===== src/rtl/time_setter.sv =====
// rtl/time_setter.sv - set-time editor FSM driving the clock counter run/load/hold port
// Edge-detects the four buttons, edits a BCD HH:MM:SS copy and issues a one-cycle load.
module time_setter (
  input  logic        clk_1hz,
  input  logic        rst,
  input  logic        btn_set,
  input  logic        btn_next,
  input  logic        btn_inc,
  input  logic        btn_dec,
  input  logic [23:0] time_now,
  output logic [23:0] time_set,
  output logic [1:0]  clk_mode,
  output logic [1:0]  field_sel,
  output logic        blink
);

  localparam logic [2:0] ST_RUN      = 3'd0;
  localparam logic [2:0] ST_EDIT_HR  = 3'd1;
  localparam logic [2:0] ST_EDIT_MIN = 3'd2;
  localparam logic [2:0] ST_EDIT_SEC = 3'd3;
  localparam logic [2:0] ST_LOAD     = 3'd4;

  // Last idle count before the timeout edge: the 30th press-free cycle returns to RUN.
  localparam logic [4:0] IDLE_LAST = 5'd29;

  localparam logic [7:0] HR_MAX  = 8'h23;
  localparam logic [7:0] MS_MAX  = 8'h59;

  logic [2:0] state, state_nxt;
  logic [4:0] idle_cnt, idle_nxt;
  logic       blink_nxt;
  logic [7:0] hr, mn, sc;
  logic [7:0] hr_nxt, mn_nxt, sc_nxt;
  logic       set_q, next_q, inc_q, dec_q;
  logic       set_p, next_p, inc_p, dec_p, any_p;
  logic       in_edit;

  function automatic logic [7:0] bcd_sanitize(input logic [7:0] v, input logic [7:0] max);
    if (v[7:4] > 4'd9 || v[3:0] > 4'd9 || v > max)
      return 8'h00;
    return v;
  endfunction

  function automatic logic [7:0] bcd_inc(input logic [7:0] v, input logic [7:0] max);
    if (v == max)
      return 8'h00;
    if (v[3:0] == 4'd9)
      return {v[7:4] + 4'd1, 4'd0};
    return {v[7:4], v[3:0] + 4'd1};
  endfunction

  function automatic logic [7:0] bcd_dec(input logic [7:0] v, input logic [7:0] max);
    if (v == 8'h00)
      return max;
    if (v[3:0] == 4'd0)
      return {v[7:4] - 4'd1, 4'd9};
    return {v[7:4], v[3:0] - 4'd1};
  endfunction

  assign set_p  = btn_set  & ~set_q;
  assign next_p = btn_next & ~next_q;
  assign inc_p  = btn_inc  & ~inc_q;
  assign dec_p  = btn_dec  & ~dec_q;
  assign any_p  = set_p | next_p | inc_p | dec_p;

  assign in_edit = (state == ST_EDIT_HR) || (state == ST_EDIT_MIN) || (state == ST_EDIT_SEC);

  always_comb begin
    state_nxt = state;
    idle_nxt  = idle_cnt;
    blink_nxt = 1'b0;
    hr_nxt    = hr;
    mn_nxt    = mn;
    sc_nxt    = sc;
    case (state)
      ST_RUN: begin
        if (set_p) begin
          hr_nxt    = bcd_sanitize(time_now[23:16], HR_MAX);
          mn_nxt    = bcd_sanitize(time_now[15:8],  MS_MAX);
          sc_nxt    = bcd_sanitize(time_now[7:0],   MS_MAX);
          state_nxt = ST_EDIT_HR;
          idle_nxt  = 5'd0;
          blink_nxt = 1'b1;
        end
      end
      ST_EDIT_HR, ST_EDIT_MIN, ST_EDIT_SEC: begin
        blink_nxt = ~blink;
        idle_nxt  = any_p ? 5'd0 : idle_cnt + 5'd1;
        if (set_p) begin
          state_nxt = ST_RUN;
        end else if (next_p) begin
          case (state)
            ST_EDIT_HR:  state_nxt = ST_EDIT_MIN;
            ST_EDIT_MIN: state_nxt = ST_EDIT_SEC;
            default:     state_nxt = ST_LOAD;
          endcase
        end else if (inc_p ^ dec_p) begin
          case (state)
            ST_EDIT_HR:  hr_nxt = inc_p ? bcd_inc(hr, HR_MAX) : bcd_dec(hr, HR_MAX);
            ST_EDIT_MIN: mn_nxt = inc_p ? bcd_inc(mn, MS_MAX) : bcd_dec(mn, MS_MAX);
            default:     sc_nxt = inc_p ? bcd_inc(sc, MS_MAX) : bcd_dec(sc, MS_MAX);
          endcase
        end else if (!any_p && idle_cnt == IDLE_LAST) begin
          state_nxt = ST_RUN;
        end
        if (state_nxt == ST_RUN || state_nxt == ST_LOAD) begin
          blink_nxt = 1'b0;
          idle_nxt  = 5'd0;
        end
      end
      ST_LOAD: state_nxt = ST_RUN;
      default: state_nxt = ST_RUN;
    endcase
  end

  always_ff @(posedge clk_1hz or posedge rst) begin
    if (rst) begin
      state    <= ST_RUN;
      idle_cnt <= 5'd0;
      blink    <= 1'b0;
      hr       <= 8'h00;
      mn       <= 8'h00;
      sc       <= 8'h00;
      set_q    <= 1'b0;
      next_q   <= 1'b0;
      inc_q    <= 1'b0;
      dec_q    <= 1'b0;
    end else begin
      state    <= state_nxt;
      idle_cnt <= idle_nxt;
      blink    <= blink_nxt;
      hr       <= hr_nxt;
      mn       <= mn_nxt;
      sc       <= sc_nxt;
      set_q    <= btn_set;
      next_q   <= btn_next;
      inc_q    <= btn_inc;
      dec_q    <= btn_dec;
    end
  end

  assign time_set = {hr, mn, sc};

  always_comb begin
    clk_mode  = 2'b00;
    field_sel = 2'b00;
    if (in_edit) begin
      clk_mode  = 2'b10;
      field_sel = state[1:0];
    end else if (state == ST_LOAD) begin
      clk_mode = 2'b01;
    end
  end

endmodule


===== config.mk =====
export PLATFORM = sky130hd
export DESIGN_NAME = time_setter
export DESIGN_NICKNAME = d
export VERILOG_FILES = /design/src/rtl/time_setter.sv
export SDC_FILE = /design/constraint.sdc
export NUM_CORES = 1
export LEC_CHECK = 0
export CORE_MARGIN = 2
export CORE_UTILIZATION = 57
export CTS_CLUSTER_DIAMETER = 100
export DETAILED_ROUTE_END_ITERATION = 8
export PLACE_DENSITY = 0.87
export SLEW_MARGIN = 20
export SYNTH_ARGS = -nofsm -noshare
export SYNTH_HDL_FRONTEND = slang
export SYNTH_SLANG_ARGS = --single-unit

===== constraint.sdc =====
create_clock -name clk_1hz -period 4.25 [get_ports clk_1hz]
set_input_delay 0.85 -clock clk_1hz [delete_from_list [all_inputs] [get_ports clk_1hz]]
set_output_delay 0.85 -clock clk_1hz [all_outputs]
set_load 0.01 [all_outputs]

==> run metrics <==
worst-case clock skew ~0.013 ns; met2 WL 3.88 mm; Worst Max-Slew Pin Slew 0.733 ns; leakage power approximately 1.5 nW; pwr dens ~600 nW/µm²; Most used DFF post-synth dfrtp_1; Resized cells post-CTS 0; worst skew pair latency 0.29 ns; Crit Path Category reg2out; Net count, final 466; Mean Syn Cell Area 8.34 µm²; Max VDD drop 287 µV; area delta synth->final 20.7%; Starting Density 0.597; I/O Pins 59; Final ANT Viol Nets 0; worst hold start idle_cnt[4]$_DFFE_PP0P_; drt wl/cell roughly 16 µm; share of cells above drive strength 1 0.0602; row cnt 26; clock tree from TritonCTS yes; GPL Wtd Cong 0.964; HP Class reg2reg; area of the die around 6000 µm²; critical-path maximum fanout 22; reg2reg end sc[2]$_DFFE_PP0P_; crit-path max cell delay ~0.6 ns; clock root cell clkbuf_8; Cells after Synth about 370; Initial DRC Count between 200 and 250; post-CTS setup buffer count 0; Die Wd around 77 µm; Post-CTS Hold Buffers 0; CTS buffer count 5; Clock transition at path regs approximately 0.07 ns; DIE HEIGHT 77.4 µm; CP Data Arrival Time about 2.4 ns; Startpoint Class flop; largest net degree at the start of global routing 38; first-pass GRT wire length roughly 13 mm; setup ws final ~0.96 ns; fin area around 3700 µm²; Ant. Diodes 0; cell area after synthesis about 3100 µm²; dominant cell type by area after synthesis dfrtp_1; Worst Reg-to-Reg Cells 7; Metal-1 WL roughly 3.4 mm; number of remaining DRC errors 0; GRT Total Usage 0.270; WHS Endpoint idle_cnt[4]$_DFFE_PP0P_; post-synthesis register bit count 37; DR WL met3 roughly 500 µm; Detailed Place HPWL ~5.8 mm; Yosys warning total 0; total negative slack 0 ns; via count just over 3000; R2R Setup Slk roughly 1.8 ns; first drt pass iteration count 5; status finished clean; family with the most delay on the worst path buffers and inverters; slowest stage cell on the critical path or2_1; crit-path cells nor2_8, or2_1, inv_4, clkdlybuf4s50_1; clock sinks 37; Rel. slew slack 0.511; vias in the first global route slightly below 3000; top sig layer met4; Bufs and invs on worst path 2; CP Capture Type primary output; Distinct cells, synth between 60 and 70; clock period minus final worst setup slack around 3.3 ns; unrepaired setup endpoints after global routing false; top cell type's share of synthesized area 0.302; Area contributors post-synth dfrtp_1 30%, ha_1 9.0%, a21oi_1 5.2%; Max Root-Sink Buffers 2; sequential fraction of the synthesis area 0.302; core area around 5100 µm²; syn nets 420; vias per inst around 6.2; Max Fclk between 0.3 and 0.4 GHz; ys async rst share 1.00; Placed Area around 3600 µm²; # H-tree levels 2; IO Port Bufs just under 60; final setup vio count 0; period utilisation layout 0.773; Overflow after GRT 0; CP Data Required Time about 3.4 ns; Final Max Slew Viols 0; initial antenna violation count 0; WHS Path Cells 1; pre-CTS setup slack 1.29 ns; total power about 2.2 mW; max-cap viol count 0; Post-synth EDFFs 0; worst reg2reg startpoint state[0]$_DFFE_PP0P_; final hold violation count 0; WL final roughly 7.9 mm
## worst reg2reg max path, stage by stage (launching register included)
cell and delay [ns]:
dfrtp_1 0.53, nor2_8 0.20, or2_1 0.60, inv_4 0.27, nor3_2 0.28, a21boi_4 0.28, a21oi_1 0.10, o21ai_1 0.13
## sequential cells by signal (all words and copies together) (netlist names)
signal and count:
blink 1, dec_q 1, hr 8, idle_cnt 5, inc_q 1, mn 8, next_q 1, sc 8
set_q 1, state 3
## power by group
group	internal, mW	switching (mW)
logic	0.569	0.643
clock network	0.114	0.126
registers	0.461	0.247
## routing by layer
metal	track usage	vias to the layer above
met3	0.0535	19
met5	0	-
met4	0.114	0
met2	0.456	136
met1	0.337	1415
li1	-	1454
## placed cells by master (no fill, tap or decap), types with 4 or more instances in the layout
| cell type | n |
|---|---|
| a211oi_1 | 8 |
| a21oi_1 | 32 |
| a221oi_1 | 9 |
| a31oi_1 | 6 |
| and3_1 | 6 |
| clkbuf_8 | 5 |
| clkdlybuf4s50_1 | 58 |
| dfrtp_1 | 37 |
| ha_1 | 22 |
| inv_1 | 19 |
| nand2_1 | 35 |
| nand2b_1 | 5 |
| nand3_1 | 18 |
| nor2_1 | 26 |
| nor2b_1 | 9 |
| nor3_1 | 10 |
| nor4_1 | 4 |
| o21ai_0 | 26 |
| o22ai_1 | 7 |
| o31ai_1 | 4 |
## stage by stage
step	util	hold WS (ns)	cells
2_1_floorplan	-	0.445	368
3_3_place_gp	0.704	0.471	477
6_report	0.720	0.481	485
4_1_cts	0.720	0.481	485
3_5_place_dp	0.704	0.466	477
5_1_grt	0.720	0.513	485
## cell families after synthesis
family,share of synthesized area
adder cells (fa/ha/maj),0.0897
AND/OR/NAND/NOR,0.244
flip-flops,0.302
buffers and inverters,0.0681
XOR/XNOR,0.00857
AO/OA/AOI/OAI,0.281
multiplexers,0.00693
## area by class of cell
cell class	count	area (µm²)
clock inverters	2	10.0
repair buffers	60	596
clock buffers	6	72.6
flip-flops and latches	37	926
well taps	70	87.6
fillers	446	1440
inverters	20	77.6
multi-input cells	290	1930
## synth_stat cells, types with 7 or more instances
cell type / n
inv_1: 19
dfrtp_1: 37
a21oi_1: 32
a211oi_1: 8
buf_2: 11
nand2_1: 35
nand3_1: 18
o21ai_0: 26
nor2b_1: 9
a221oi_1: 9
ha_1: 22
nor2_1: 26
nor3_1: 10
o22ai_1: 7
## worst max-delay path by stage
| stage | endpoint | cells past startpoint | slack [ns] | from |
|---|---|---|---|---|
| after global routing | clk_mode[1] | 4 | 0.84 | state[1]$_DFFE_PP0P_ |
| final | clk_mode[1] | 4 | 0.96 | state[0]$_DFFE_PP0P_ |
| after detailed placement | clk_mode[1] | 4 | 1.29 | state[0]$_DFFE_PP0P_ |
| after floorplan | clk_mode[1] | 8 | 2.05 | state[1]$_DFFE_PP0P_ |
| after CTS | clk_mode[1] | 4 | 0.97 | state[0]$_DFFE_PP0P_ |
| after global placement | clk_mode[1] | 4 | 1.34 | state[1]$_DFFE_PP0P_ |
Power figures use the tool's default switching activity.
